==> config.mk <==
export PLATFORM = sky130hd
export DESIGN_NAME = regfile_dump_reader
export DESIGN_NICKNAME = d
export VERILOG_FILES = /design/src/rtl/riscv_pkg.sv /design/src/rtl/regfile_dump_reader.sv
export SDC_FILE = /design/constraint.sdc
export NUM_CORES = 1
export LEC_CHECK = 0
export CAP_MARGIN = 20
export CORE_UTILIZATION = 41
export DETAILED_ROUTE_END_ITERATION = 12
export GPL_ROUTABILITY_DRIVEN = 1
export PLACE_DENSITY = 0.8
export SLEW_MARGIN = 10
export SYNTH_ARGS = -nofsm -noshare
export SYNTH_HDL_FRONTEND = slang
export SYNTH_SLANG_ARGS = --single-unit
==> constraint.sdc <==
create_clock -name CK_REF -period 2.4 [get_ports CK_REF]
set_input_delay 0.48 -clock CK_REF [delete_from_list [all_inputs] [get_ports CK_REF]]
set_output_delay 0.48 -clock CK_REF [all_outputs]
set_load 0.01 [all_outputs]
==> src/rtl/riscv_pkg.sv <==
// Shared RISC-V core definitions: data width, register file geometry and
// the register-dump FSM state encoding.
package riscv_pkg;

  localparam int unsigned XLEN     = 32;
  localparam int unsigned NUM_GPR  = 32;
  localparam int unsigned PC_INDEX = 32;

  typedef enum logic [1:0] {
    ST_IDLE  = 2'd0,
    ST_FETCH = 2'd1,
    ST_SEND  = 2'd2,
    ST_DONE  = 2'd3
  } dump_state_e;

endpackage

==> src/rtl/regfile_dump_reader.sv <==
// Streams x0..x31 (and optionally the PC) out of a halted core's register
// file through the RS1 read port, one valid/ready beat per register.
module regfile_dump_reader #(
  parameter bit          INCLUDE_PC = 1'b1,
  parameter int unsigned XLEN       = riscv_pkg::XLEN
) (
  input  logic            CK_REF,
  input  logic            RST_N,
  input  logic            HALTED,
  input  logic            DUMP_REQ,
  input  logic [XLEN-1:0] RS_DATA_IN,
  input  logic [XLEN-1:0] PC_DATA_IN,
  output logic [4:0]      RS_REG_OFFSET,
  output logic            PORT_OWN,
  output logic            DUMP_VALID,
  input  logic            DUMP_READY,
  output logic [XLEN-1:0] DUMP_DATA,
  output logic [5:0]      DUMP_INDEX,
  output logic            DUMP_LAST,
  output logic            DUMP_BUSY,
  output logic            DUMP_DONE,
  output logic            DUMP_ABORT
);

  import riscv_pkg::*;

  localparam int unsigned IDX_W = 6;
  localparam int unsigned OFF_W = 5;
  localparam logic [IDX_W-1:0] PC_IDX   = IDX_W'(PC_INDEX);
  localparam logic [IDX_W-1:0] LAST_IDX = INCLUDE_PC ? PC_IDX : IDX_W'(NUM_GPR - 1);

  dump_state_e       state_q, state_d;
  logic [IDX_W-1:0]  idx_q, idx_d;
  logic              primed_q, primed_d;

  logic [OFF_W-1:0]  offset_d;
  logic              own_d;
  logic              valid_d;
  logic [XLEN-1:0]   data_d;
  logic [IDX_W-1:0]  index_d;
  logic              last_d;
  logic              done_d;
  logic              abort_d;

  logic              start;
  logic              abort_now;

  assign start     = DUMP_REQ && HALTED;
  assign abort_now = !HALTED && ((state_q == ST_FETCH) || (state_q == ST_SEND));
  assign DUMP_BUSY = (state_q != ST_IDLE);

  // State and registered outputs
  always_ff @(posedge CK_REF or negedge RST_N) begin
    if (!RST_N) begin
      state_q       <= ST_IDLE;
      idx_q         <= '0;
      primed_q      <= 1'b0;
      RS_REG_OFFSET <= '0;
      PORT_OWN      <= 1'b0;
      DUMP_VALID    <= 1'b0;
      DUMP_DATA     <= '0;
      DUMP_INDEX    <= '0;
      DUMP_LAST     <= 1'b0;
      DUMP_DONE     <= 1'b0;
      DUMP_ABORT    <= 1'b0;
    end else begin
      state_q       <= state_d;
      idx_q         <= idx_d;
      primed_q      <= primed_d;
      RS_REG_OFFSET <= offset_d;
      PORT_OWN      <= own_d;
      DUMP_VALID    <= valid_d;
      DUMP_DATA     <= data_d;
      DUMP_INDEX    <= index_d;
      DUMP_LAST     <= last_d;
      DUMP_DONE     <= done_d;
      DUMP_ABORT    <= abort_d;
    end
  end

  // Next-state decode
  always_comb begin
    state_d = state_q;
    case (state_q)
      ST_IDLE: begin
        if (start) state_d = ST_FETCH;
      end
      ST_FETCH: begin
        if (!HALTED)       state_d = ST_IDLE;
        else if (primed_q) state_d = ST_SEND;
      end
      ST_SEND: begin
        if (!HALTED)         state_d = ST_IDLE;
        else if (DUMP_READY) state_d = DUMP_LAST ? ST_DONE : ST_FETCH;
      end
      ST_DONE: state_d = ST_IDLE;
      default: state_d = ST_IDLE;
    endcase
  end

  // Next values of the registered outputs and datapath
  always_comb begin
    idx_d    = idx_q;
    primed_d = primed_q;
    offset_d = RS_REG_OFFSET;
    own_d    = PORT_OWN;
    valid_d  = DUMP_VALID;
    data_d   = DUMP_DATA;
    index_d  = DUMP_INDEX;
    last_d   = DUMP_LAST;
    done_d   = 1'b0;
    abort_d  = 1'b0;

    if (abort_now) begin
      // A handshake in this cycle still counts; the sink just sees VALID drop.
      own_d   = 1'b0;
      valid_d = 1'b0;
      last_d  = 1'b0;
      abort_d = 1'b1;
    end else begin
      case (state_q)
        ST_IDLE: begin
          if (start) begin
            idx_d    = '0;
            offset_d = '0;
            own_d    = 1'b1;
            primed_d = 1'b0;
          end
        end
        ST_FETCH: begin
          // The first FETCH after taking the port lets the CPU's RS1 mux settle.
          if (!primed_q) begin
            primed_d = 1'b1;
          end else begin
            data_d  = (idx_q == PC_IDX) ? PC_DATA_IN : RS_DATA_IN;
            index_d = idx_q;
            valid_d = 1'b1;
            last_d  = (idx_q == LAST_IDX);
          end
        end
        ST_SEND: begin
          if (DUMP_READY) begin
            valid_d = 1'b0;
            last_d  = 1'b0;
            if (DUMP_LAST) begin
              own_d  = 1'b0;
              done_d = 1'b1;
            end else begin
              idx_d    = idx_q + IDX_W'(1);
              offset_d = OFF_W'(idx_q + IDX_W'(1));
            end
          end
        end
        default: begin
        end
      endcase
    end
  end

endmodule

; ---- After elaboration in Yosys (flattened, before gate mapping)
; Cells that the tools add are included.
[totals]
ff_bits = 57
input_bits = 69
output_inout_bits = 49
wordCells = 77
[classes]
addsub = 1
eq_ne = 13
mux = 35
bitwise = 1
reduce_logical = 16
[op_table]
columns = operator, count
row1 = 2-to-1 mux 32 bit, 1
row2 = 2-to-1 mux 6 bit, 3
row3 = "!= test 3 bit, second input constant", 6
row4 = 2-to-1 mux 1 bit, 15
row5 = 2-to-1 mux 5 bit, 3
row6 = 2-to-1 mux 2 bit, 6
row7 = one-hot mux 6 bit (2 select lines), 1
row8 = AND reduction 3 bit, 4
row9 = one-hot mux 5 bit (2 select lines), 1
row10 = one-hot mux 1 bit (2 select lines), 4
row11 = one-hot mux 2 bit (4 select lines), 1
row12 = "adder 6 x 1 -> 6 bit, second input constant", 1
row13 = "equality test 6 bit, second input constant", 1
row14 = "!= test 2 bit, second input constant", 3
row15 = nonzero test 2 bit, 3
row16 = nonzero test 3 bit, 2
row17 = AND reduction 5 bit, 1
row18 = "equality test 2 bit, second input constant", 2
row19 = AND reduction 4 bit, 1
row20 = "equality test 2 x 1 -> 1 bit, second input constant", 1
row21 = logical AND 1 bit, 2
row22 = zero test 2 bit, 1
row23 = zero test 1 bit, 1
row24 = logical OR 1 bit, 1
row25 = inverter 1 bit, 1

; ---- Depth between registers and ports, before layout
[depth]
depth_word = 5
mapped_depth = 8
depth_no_buf = 7

; ---- Least setup slack after synthesis
; No wires, ideal clock.
[synth_timing]
kind = reg-to-reg
startpoint = reg state_q[0]
endpoint = reg idx_q[5]
setup_ns = 0.095
t_arrival_ns = 1.731
required_ns = 2.305
path_slack_ns = 0.573
stages_incl_launch_ff = 8
path_buffers = 0
period_less_slack_ns = 1.827
cell_sequence = dfrtp_1 -> inv_1 -> ha_1 -> or2b_2 -> inv_2 -> a221o_1 -> or2_4 -> o31ai_1
[synth_between]
elab_chain_len = 5
word_cells_on_any_way = 12
classes_between = eq/ne (5) / mux (1) / bitwise (1) / reduce/logical (5)
[synth_rtl]
columns = element, line_no
row1 = from (decl), regfile_dump_reader.sv:32  ; dump_state_e state_q, state_d;
row2 = from (signal assigned), regfile_dump_reader.sv:67  ; state_q <= state_d;
row3 = equality test 2 x 1 -> 1 bit or equality test 2 bit (tied branches), "regfile_dump_reader.sv:49, regfile_dump_reader.sv:121"
row4 = logical OR 1 bit, regfile_dump_reader.sv:49  ; assign abort_now = !HALTED && ((state_q == ST_FETCH) || (state_q == ST_SEND));
row5 = logical AND 1 bit, regfile_dump_reader.sv:49
row6 = inverter 1 bit (no line), --
row7 = AND reduction 5 bit (no line), --
row8 = to (signal assigned), regfile_dump_reader.sv:68  ; idx_q <= idx_d;
row9 = to (decl), regfile_dump_reader.sv:33  ; logic [IDX_W-1:0] idx_q, idx_d;
; Several ways; a longest one is shown, not always the timed one.
; A chain may end at the register's enable or synchronous reset.

; ---- Final worst setup path
[layout_timing]
startpoint = reg state_q[0]
endpoint = out DUMP_BUSY
[layout_between]
elab_chain_len = 1
[layout_rtl]
columns = element, line_no
row1 = nonzero test 2 bit, regfile_dump_reader.sv:50  ; assign DUMP_BUSY = (state_q != ST_IDLE);
row2 = to (decl), regfile_dump_reader.sv:20  ; output logic DUMP_BUSY,
; No other way between the ends.

==> results.sh <==
export IMPL_status="finished clean"
export IMPL_overflow=0
export IMPL_dp_slack_ps=287
export IMPL_first_iter_violations=86
export IMPL_maxSlewViolCount=0
export IMPL_p_per_area_nw_per_um2=942
export IMPL_synth_seq_cells=52
export IMPL_wl_per_cell_um=13.3
export IMPL_seq_area_frac_synth_pct=51.9
export IMPL_pin_count=118
export IMPL_post_cts_buffers=0
export IMPL_hpwl_um=4570
export IMPL_peakVddDrop_v=0.000494
export IMPL_antenna_found_initial=0
export IMPL_grt_max_degree=75
export IMPL_finalWorstPathRequiredPeriod_ps=2150
export IMPL_drc_errors=0
export IMPL_hp_class="input port to async pin"
export IMPL_fin_ws_ps=252
export IMPL_synthCells=252
export IMPL_crit_type="register to primary output"
export IMPL_maxCapViolations=0
export IMPL_dp_cells=432
export IMPL_synth_area_um2=2510
export IMPL_totalWireLength_um=5860
export IMPL_dr_total_vias=2172
export IMPL_finalHoldViolCount=0
export IMPL_p_leak_nw=1.86
export IMPL_syn_num_nets=328
export IMPL_synth_cell_types=29
export IMPL_worstPathArrival_ps=1670
export IMPL_cts_tree="yes"
export IMPL_grt_first_pass_wirelength_um=9490
export IMPL_root_buffer="clkbuf_8"
export IMPL_cts_resized=0
export IMPL_cp_start_kind="register"
export IMPL_crit_path_max_incr_delay_ps=480
export IMPL_place_congestion=0.836
export IMPL_clock_skew_ps=7.65
export IMPL_n_antenna_cell=0
export IMPL_end_kind="primary output"
export IMPL_port_buffers=117
export IMPL_layout_area_overhead_vs_synth_pct=52.9
export IMPL_grt_pass1_vias=2008
export IMPL_track_usage_pct=19.4
export IMPL_worstMarginPinSlew_ps=596
export IMPL_fillers=510
export IMPL_timing_fmax_mhz=466
export IMPL_synth_area_leader_cell="dfrtp_1"
export IMPL_critPathMostFrequentCell="inv_1"
export IMPL_htreeDepth=2
export IMPL_die_w_um=80.2
export IMPL_first_pass_iters=4
export IMPL_seq_area_um2=1300
export IMPL_final_cell_mix="clkdlybuf4s50_1, nand2_1, dfrtp_1, o21ai_0, mux2i_1"
export IMPL_utilization_pct=64.8
export IMPL_vias_per_cell=4.94
export IMPL_fin_cells=440
export IMPL_dieArea_um2=6440
export IMPL_rr_startpoint="state_q[0]"
export IMPL_fin_nets=440
export IMPL_clkTransAtPathRegs_ps=90
export IMPL_start_util_pct=42.4
export IMPL_whs_ps=176
export IMPL_slew_headroom_pct=60.3
export IMPL_rsz0062_at_grt="no"
export IMPL_placementRows=28
export IMPL_holdBufCountCts=0
export IMPL_numCtsBuffers=5
export IMPL_slowest_stage="clkdlybuf4s50_1"
export IMPL_layout_drive_gt1_share_pct=5.48
export IMPL_yosys_top_cells_area="dfrtp_1, mux2i_1, o21ai_0"
export IMPL_synth_top_area_share_pct=51.9
export IMPL_synth_yosys_warnings=0
export IMPL_core_um2=5920
export IMPL_multi_input_area_um2=1090
export IMPL_required_ps=1920
export IMPL_floorplan_die_height_um=80.2
export IMPL_tns_ps=0
export IMPL_period_share_pct=89.5
export IMPL_clk_latency_ps=300
export IMPL_path_cells="inv_1 > ha_1 > inv_1 > clkdlybuf4s50_1"
export IMPL_crit_path_max_fanout=5
export IMPL_startpoint="state_q[0]"
export IMPL_cts_sinks=52
export IMPL_layout_commonest_cell="clkdlybuf4s50_1"
export IMPL_avgSynthCellArea_um2=9.95
export IMPL_route_antenna_remaining_nets=0
export IMPL_cts_path_max_buffers=2
export IMPL_setup_viol=0
==> cell families after synthesis <==
group / Yosys count / share of synthesized area [%]
and+or+nand+nor: 76 / 13.6
AOI/OAI and AO/OA: 56 / 12.1
DFF: 52 / 51.9
muxes: 35 / 14.0
buffers and inverters: 26 / 4.99
adders and majority gates: 7 / 3.49
==> critical path, delay by kind of cell, from the launching register on <==
| kind | cells | cell delay [ps] |
|---|---|---|
| buf+inv | 3 | 710 |
| flops | 1 | 390 |
| fa+ha+maj | 1 | 270 |
==> cells in the mapped netlist <==
library cell / n
a31oi_1: 1
nand2_1: 54
and2_1: 2
dfrtp_1: 52
nor4b_1: 1
o32ai_1: 1
nand2b_1: 2
and3_1: 2
inv_1: 8
nand3_1: 4
or2b_2: 1
nor2_1: 3
a21oi_1: 3
buf_4: 5
nand3b_1: 2
o31ai_1: 2
nor2b_1: 3
clkbuf_1: 5
or2_4: 1
ha_1: 7
inv_2: 1
mux2i_1: 35
buf_2: 7
o21ai_0: 45
or3b_2: 1
a31o_2: 1
o31a_1: 1
o22ai_1: 1
a221o_1: 1
==> area by class of cell <==
type | instances | share of cell area (%)
Clock buffer | 6 | 1.89
Clock inverter | 2 | 0.424
Inverter | 9 | 0.881
Multi-Input combinational cell | 174 | 28.4
Sequential cell | 52 | 33.9
Tap cell | 75 | 2.45
Timing Repair Buffer | 122 | 32.0
==> path summary, 6_finish.rpt <==
check / endpoint / depth (start not counted) / slack, ps
worst max-delay path: DUMP_BUSY / 4 / 250
worst min register to register: DUMP_DATA[28] / 2 / 480
min in group CK_REF: DUMP_DATA[28] / 2 / 480
worst min-delay path: idx_q[4] / 1 / 180
max in group asynchronous: DUMP_INDEX[1] / 2 / 1670
worst max register to register: idx_q[5] / 7 / 510
==> through the flow <==
| step | power (W) | instance area [µm²] |
|---|---|---|
| floorplan | 0.00220 | 2510 |
| global placement | 0.00310 | 3750 |
| detailed placement | 0.00317 | 3750 |
| CTS | 0.00367 | 3840 |
| global route | 0.00392 | 3840 |
| finish | 0.00361 | 3840 |
==> flip-flops by register name, indices dropped and copies added (netlist names) <==
| signal | flops |
|---|---|
| DUMP_DATA | 32 |
| DUMP_INDEX | 6 |
| RS_REG_OFFSET | 4 |
| idx_q | 2 |
| state_q | 2 |
| DUMP_ABORT | 1 |
| DUMP_DONE | 1 |
| DUMP_LAST | 1 |
| DUMP_VALID | 1 |
| PORT_OWN | 1 |
| primed_q | 1 |
==> power breakdown <==
part	internal (W)	total [W]	leakage [nW]	switching, W
Combinational	0.000914	0.00174	1.15	0.000830
Clock	0.000208	0.000489	0.0414	0.000282
Sequential	0.00120	0.00138	0.665	0.000181
Total	0.00232	0.00361	1.86	0.00129
==> per-layer routing <==
metal | GRT usage (%) | up-vias | wire, µm
met5 | 0 | - | 0
met4 | 6.25 | 0 | 78
met3 | 5.45 | 8 | 442
met2 | 31.7 | 89 | 2840
met1 | 24.9 | 999 | 2500
li1 | - | 1076 | -
No activity file was read; power rests on OpenSTA's default activity.
